===== src/rtl/vec_issue_pkg.sv =====
// -----------------------------------------------------------------------------
// vec_issue_pkg
// Shared types for the vector issue queue.
//   VEC_XLEN      : default instruction/operand width (tracks the vector
//                   processor definitions).
//   issue_state_e : issue FSM states IDLE / EXEC / ACK.
//   issue_entry_t : one queued instruction with its two scalar operands.
// -----------------------------------------------------------------------------
package vec_issue_pkg;

  localparam int VEC_XLEN = 32;

  typedef enum logic [1:0] {
    IDLE = 2'd0,
    EXEC = 2'd1,
    ACK  = 2'd2
  } issue_state_e;

  typedef struct packed {
    logic [VEC_XLEN-1:0] inst;
    logic [VEC_XLEN-1:0] rs1;
    logic [VEC_XLEN-1:0] rs2;
  } issue_entry_t;

endpackage


===== src/rtl/vec_issue_fifo.sv =====
// -----------------------------------------------------------------------------
// vec_issue_fifo
// Circular buffer holding queued (not yet issued) instructions.
//   clk, reset : clock, asynchronous active-high reset
//   push/wdata : write request and data; ignored when full or flushing
//   pop        : remove the head; ignored when empty or flushing
//   flush      : drop every queued entry (rd_ptr catches up with wr_ptr)
//   rdata      : current head entry
//   full/empty : derived from count
//   count      : number of queued entries
// -----------------------------------------------------------------------------
module vec_issue_fifo #(
  parameter int WIDTH = 96,
  parameter int DEPTH = 4,
  localparam int PW = $clog2(DEPTH),
  localparam int CW = $clog2(DEPTH + 1)
) (
  input  logic             clk,
  input  logic             reset,
  input  logic             push,
  input  logic             pop,
  input  logic             flush,
  input  logic [WIDTH-1:0] wdata,
  output logic [WIDTH-1:0] rdata,
  output logic             full,
  output logic             empty,
  output logic [CW-1:0]    count
);

  logic [WIDTH-1:0] mem [DEPTH];
  logic [PW-1:0]    wr_ptr;
  logic [PW-1:0]    rd_ptr;
  logic             do_push;
  logic             do_pop;

  assign full    = (count == CW'(DEPTH));
  assign empty   = (count == '0);
  // Flush takes priority over both push and pop in the same cycle.
  assign do_push = push && !full && !flush;
  assign do_pop  = pop && !empty && !flush;
  assign rdata   = mem[rd_ptr];

  // NOTE: storage has no reset; count/pointers alone decide what is valid,
  // which keeps the array free of reset fan-out.
  always_ff @(posedge clk) begin
    if (do_push) mem[wr_ptr] <= wdata;
  end

  // NOTE: non-blocking assignments so every register samples pre-edge values.
  always_ff @(posedge clk or posedge reset) begin
    if (reset) begin
      wr_ptr <= '0;
      rd_ptr <= '0;
      count  <= '0;
    end else if (flush) begin
      rd_ptr <= wr_ptr;
      count  <= '0;
    end else begin
      // Pointers wrap naturally because DEPTH is a power of two.
      if (do_push) wr_ptr <= wr_ptr + PW'(1);
      if (do_pop)  rd_ptr <= rd_ptr + PW'(1);
      count <= count + CW'(do_push) - CW'(do_pop);
    end
  end

endmodule


===== src/rtl/vec_issue_queue.sv =====
// -----------------------------------------------------------------------------
// vec_issue_queue
// Buffers vector instructions from the scalar core and issues them one at a
// time to the vector datapath, then runs the done/ack handshake back.
//   clk, reset                  : clock, asynchronous active-high reset
//   inst_valid, instruction,
//   rs1_data, rs2_data          : instruction offer from the scalar core
//   vec_pro_ready               : queue can accept (depends on count only)
//   flush                       : drop all queued, not-yet-issued entries
//   issue_valid, issue_inst,
//   issue_rs1, issue_rs2        : instruction currently executing
//   inst_done                   : datapath finished the issued instruction
//   vec_pro_ack                 : completion acknowledge to the scalar core
//   scalar_pro_ready            : scalar core accepts the ack
//   q_count                     : queued entries, excluding the in-flight one
// -----------------------------------------------------------------------------
module vec_issue_queue
  import vec_issue_pkg::*;
#(
  parameter int XLEN  = VEC_XLEN,
  parameter int DEPTH = 4
) (
  input  logic                       clk,
  input  logic                       reset,
  input  logic                       inst_valid,
  input  logic [XLEN-1:0]            instruction,
  input  logic [XLEN-1:0]            rs1_data,
  input  logic [XLEN-1:0]            rs2_data,
  output logic                       vec_pro_ready,
  input  logic                       flush,
  output logic                       issue_valid,
  output logic [XLEN-1:0]            issue_inst,
  output logic [XLEN-1:0]            issue_rs1,
  output logic [XLEN-1:0]            issue_rs2,
  input  logic                       inst_done,
  output logic                       vec_pro_ack,
  input  logic                       scalar_pro_ready,
  output logic [$clog2(DEPTH+1)-1:0] q_count
);

  localparam int EW = 3 * XLEN;

  issue_state_e  state;
  logic          fifo_full;
  logic          fifo_empty;
  logic          pop;
  logic [EW-1:0] head;

  // Ready looks only at the registered count, so no path from inst_valid
  // (or from a same-cycle pop) reaches any output.
  assign vec_pro_ready = !fifo_full;
  // Flush in IDLE suppresses the pop: the FSM stays idle with an empty queue.
  assign pop           = (state == IDLE) && !fifo_empty && !flush;

  vec_issue_fifo #(
    .WIDTH (EW),
    .DEPTH (DEPTH)
  ) u_fifo (
    .clk   (clk),
    .reset (reset),
    .push  (inst_valid),
    .pop   (pop),
    .flush (flush),
    .wdata ({instruction, rs1_data, rs2_data}),
    .rdata (head),
    .full  (fifo_full),
    .empty (fifo_empty),
    .count (q_count)
  );

  always_ff @(posedge clk or posedge reset) begin
    if (reset) begin
      state       <= IDLE;
      issue_valid <= 1'b0;
      issue_inst  <= '0;
      issue_rs1   <= '0;
      issue_rs2   <= '0;
      vec_pro_ack <= 1'b0;
    end else begin
      case (state)
        IDLE: begin
          if (pop) begin
            {issue_inst, issue_rs1, issue_rs2} <= head;
            issue_valid <= 1'b1;
            state       <= EXEC;
          end
        end
        EXEC: begin
          // issue_* keep their value after completion; only valid drops.
          if (inst_done) begin
            issue_valid <= 1'b0;
            vec_pro_ack <= 1'b1;
            state       <= ACK;
          end
        end
        ACK: begin
          if (scalar_pro_ready) begin
            vec_pro_ack <= 1'b0;
            state       <= IDLE;
          end
        end
        default: state <= IDLE;
      endcase
    end
  end

endmodule


===== config.mk =====
export PLATFORM = sky130hd
export DESIGN_NAME = vec_issue_queue
export DESIGN_NICKNAME = d
export VERILOG_FILES = /design/src/rtl/vec_issue_pkg.sv /design/src/rtl/vec_issue_fifo.sv /design/src/rtl/vec_issue_queue.sv
export SDC_FILE = /design/constraint.sdc
export NUM_CORES = 1
export LEC_CHECK = 0
export CORE_MARGIN = 10
export CORE_UTILIZATION = 40
export DETAILED_ROUTE_END_ITERATION = 8
export MAX_ROUTING_LAYER = met4
export REMOVE_ABC_BUFFERS = 1
export SYNTH_ARGS = -nofsm -noshare
export SYNTH_HDL_FRONTEND = slang
export SYNTH_SLANG_ARGS = --single-unit

===== constraint.sdc =====
create_clock -name clk -period 4.65 [get_ports clk]
set_clock_uncertainty 0.05 [all_clocks]
set_input_delay 0.6975 -clock clk [delete_from_list [all_inputs] [get_ports clk]]
set_output_delay 0.6975 -clock clk [all_outputs]
set_load 0.05 [all_outputs]

==> results.ini <==
[status]
status = finished clean

[floorplan]
floorplan.rows = 77
io_pins = 204
die_y_um = 233
dieArea_mm2 = 0.0543
die_w_um = 233
core_mm2 = 0.0445
initial_core_util_pct = 40.7

[global_route]
gr-usage-all-layers_pct = 14.8
grt_pass1_wl_um = 58500
overflow = 0
antenna_found_initial = 4
grt_max_degree = 97
grt_pass1_vias = 9198

[detailed_routing]
drc = 0
dr.pass1.iters = 4
viasPerCell = 5.02
wl_met2_um = 18500
final_antenna_net_count = 0
wirelength_met1_um = 17600
num_vias = 8274
top_layer_used = met4
dr_wl_met3_um = 2110
wl_per_cell_um = 23.6
wl_um = 38900
drtIter0Drc = 513

[placed_design]
port_buffers = 203
gp_congestion = 0.730
dp_hpwl_um = 23700
pre_cts_ws_ns = 1.18
place_area_mm2 = 0.0210

[sta]
final_hold_viol_count = 0
fmax_mhz = 352
tightest_slew_ns = 0.885
slew_violations = 0
final.min_clock_period_ns = 2.84
rsz0062_at_grt = false
relSlewSlack_pct = 41.0
period_share_pct = 61.2
tns_ns = 0
setup_slack_ns = 1.81
setup_viol = 0

[flow_run]
maxCapViolations = 0

[clocking]
cts_sinks = 491
htree_levels = 2
clk_latency_ns = 0.58
path_clk_slew_ns = 0.06
cts_setup_buffers = 0
cts-buffers-inserted = 51
cts-root-buf = clkbuf_16
cts_hold_buf = 0
cts_resized = 0
tritoncts = yes
clockBufferDepth = 3

[synth]
synthDistinctLibCells = 30
yosysSeqAreaShare_pct = 78.3
synth_seq_cells = 491
yosys_warnings = 0
syn_area_mm2 = 0.0181
avgSynthCellArea_um2 = 23.7
syn_inst = 766

[setup_path]
r2r_cells = 4
worst_setup_path_start_kind = input port
worst-setup-path-type = input port to register
crit_required_ns = 4.87
end_kind = register
cp.arrival_ns = 3.07
r2r_setup_slack_ns = 2.11
reg2reg_to = u_fifo.mem[0][69]
crit_fanout = 42
r2r-start = u_fifo.count[1]

[hold_path]
hp-class = register to register
worstHoldPathCells = 2
min_from = issue_valid
holdPathEnd = issue_valid

[finish]
fill_cells = 3596
synthToLayoutAreaGrowth_pct = 24.5
final_nets = 1120
seq_area_mm2 = 0.0142
final_common_cell = edfxtp_1
stdcell_area_mm2 = 0.0226
multiInputGateArea_mm2 = 0.00366
drive_gt1_share_pct = 27.8
most-common-layout-cells = edfxtp_1 (384), clkdlybuf4s50_1 (203), dfrtp_1 (105), mux4_2 (96), mux2_2 (68)

[power_and_ir_drop]
p_leak_nw = 7.68
ir_drop_mv = 0.524
power_density_mw_per_mm2 = 679

layer usage:
layer | vias up | global-route usage, %
li1 | 3622 | -
met1 | 4415 | 19.8
met2 | 187 | 22.6
met3 | 50 | 3.63
met4 | 0 | 3.47
met5 | - | -
metrics by stage:
stage	power, mW	hold WS (ns)	utilization (%)	std cells
finish	15.3	0.440	50.7	1649
global route	16.0	0.468	50.7	1649
CTS	15.6	0.437	50.7	1645
detailed placement	11.6	0.422	47.1	1550
global placement	11.6	0.431	47.1	1550
floorplan	9.89	0.437	-	734
cell usage after synthesis, drive strengths merged:
cell / n / area share (%)
edfxtp: 384 / 64
dfrtp: 107 / 15
mux2: 97 / 6.6
mux4: 96 / 12
buf: 23 / 1.1
inv: 10 / 0.23
clkbuf: 9 / 0.19
nand2: 7 / 0.14
ha: 6 / 0.41
and2: 4 / 0.14
nor2: 4 / 0.083
a21oi: 3 / 0.083
o211ai: 2 / 0.083
o311ai: 2 / 0.097
xnor2: 2 / 0.097
fa: 1 / 0.11
nand2b: 1 / 0.035
nand3b: 1 / 0.041
nor2b: 1 / 0.035
nor3: 1 / 0.028
o21ai: 1 / 0.028
o31ai: 1 / 0.041
or2: 1 / 0.035
or3: 1 / 0.062
xor2: 1 / 0.048
logic make-up after synthesis:
kind of cell	count (synthesis)	share of synthesized area (%)
adder cells (fa/ha/maj)	7	0.524
flip-flops	491	78.3
multiplexers	193	18.5
AND/OR/NAND/NOR	21	0.600
buffers and inverters	42	1.52
AO/OA/AOI/OAI	9	0.331
XOR/XNOR	3	0.145
worst max-delay path, stage by stage:
cell and delay (ns):
clkdlybuf4s50_1 0.53, nand2b_1 0.20, a21oi_1 0.52, and2_4 0.78, buf_4 0.31
state kept, by name, indices dropped and copies added (netlist names):
| register | cells |
|---|---|
| u_fifo.count | 3 |
| u_fifo.wr_ptr | 2 |
| issue_inst | 32 |
| u_fifo.mem | 384 |
| u_fifo.rd_ptr | 2 |
| vec_pro_ack | 1 |
| issue_rs1 | 32 |
| issue_rs2 | 32 |
| state | 2 |
| issue_valid | 1 |
report_power, final:
part / leakage, nW / internal (mW) / total [mW] / switching, mW
registers: 4.75 / 5.61 / 6.19 / 0.586
clock network: 0.786 / 2.29 / 3.90 / 1.61
logic: 2.15 / 2.30 / 5.23 / 2.93
total: 7.68 / 10.2 / 15.3 / 5.13
how the worst max path moves through the flow:
stage	start	end	slack, ns	cells past startpoint
after global routing	flush	u_fifo.mem[0][69]	1.63	5
after global placement	flush	u_fifo.mem[0][38]	1.28	5
final	flush	u_fifo.mem[0][69]	1.81	5
after floorplan	u_fifo.rd_ptr[0]	issue_inst[0]	-0.22	2
after detailed placement	flush	u_fifo.mem[0][42]	1.18	5
after CTS	flush	u_fifo.mem[0][42]	1.79	5
cell type report:
class,instances,area share [%]
well taps,592,3.28
inverters,10,0.200
clock buffers,74,6.31
diodes,4,0.0443
repair buffers,224,10.1
flip-flops and latches,491,63.0
multi-input cells,233,16.2
clock inverters,21,0.809
Power figures use the tool's default switching activity.
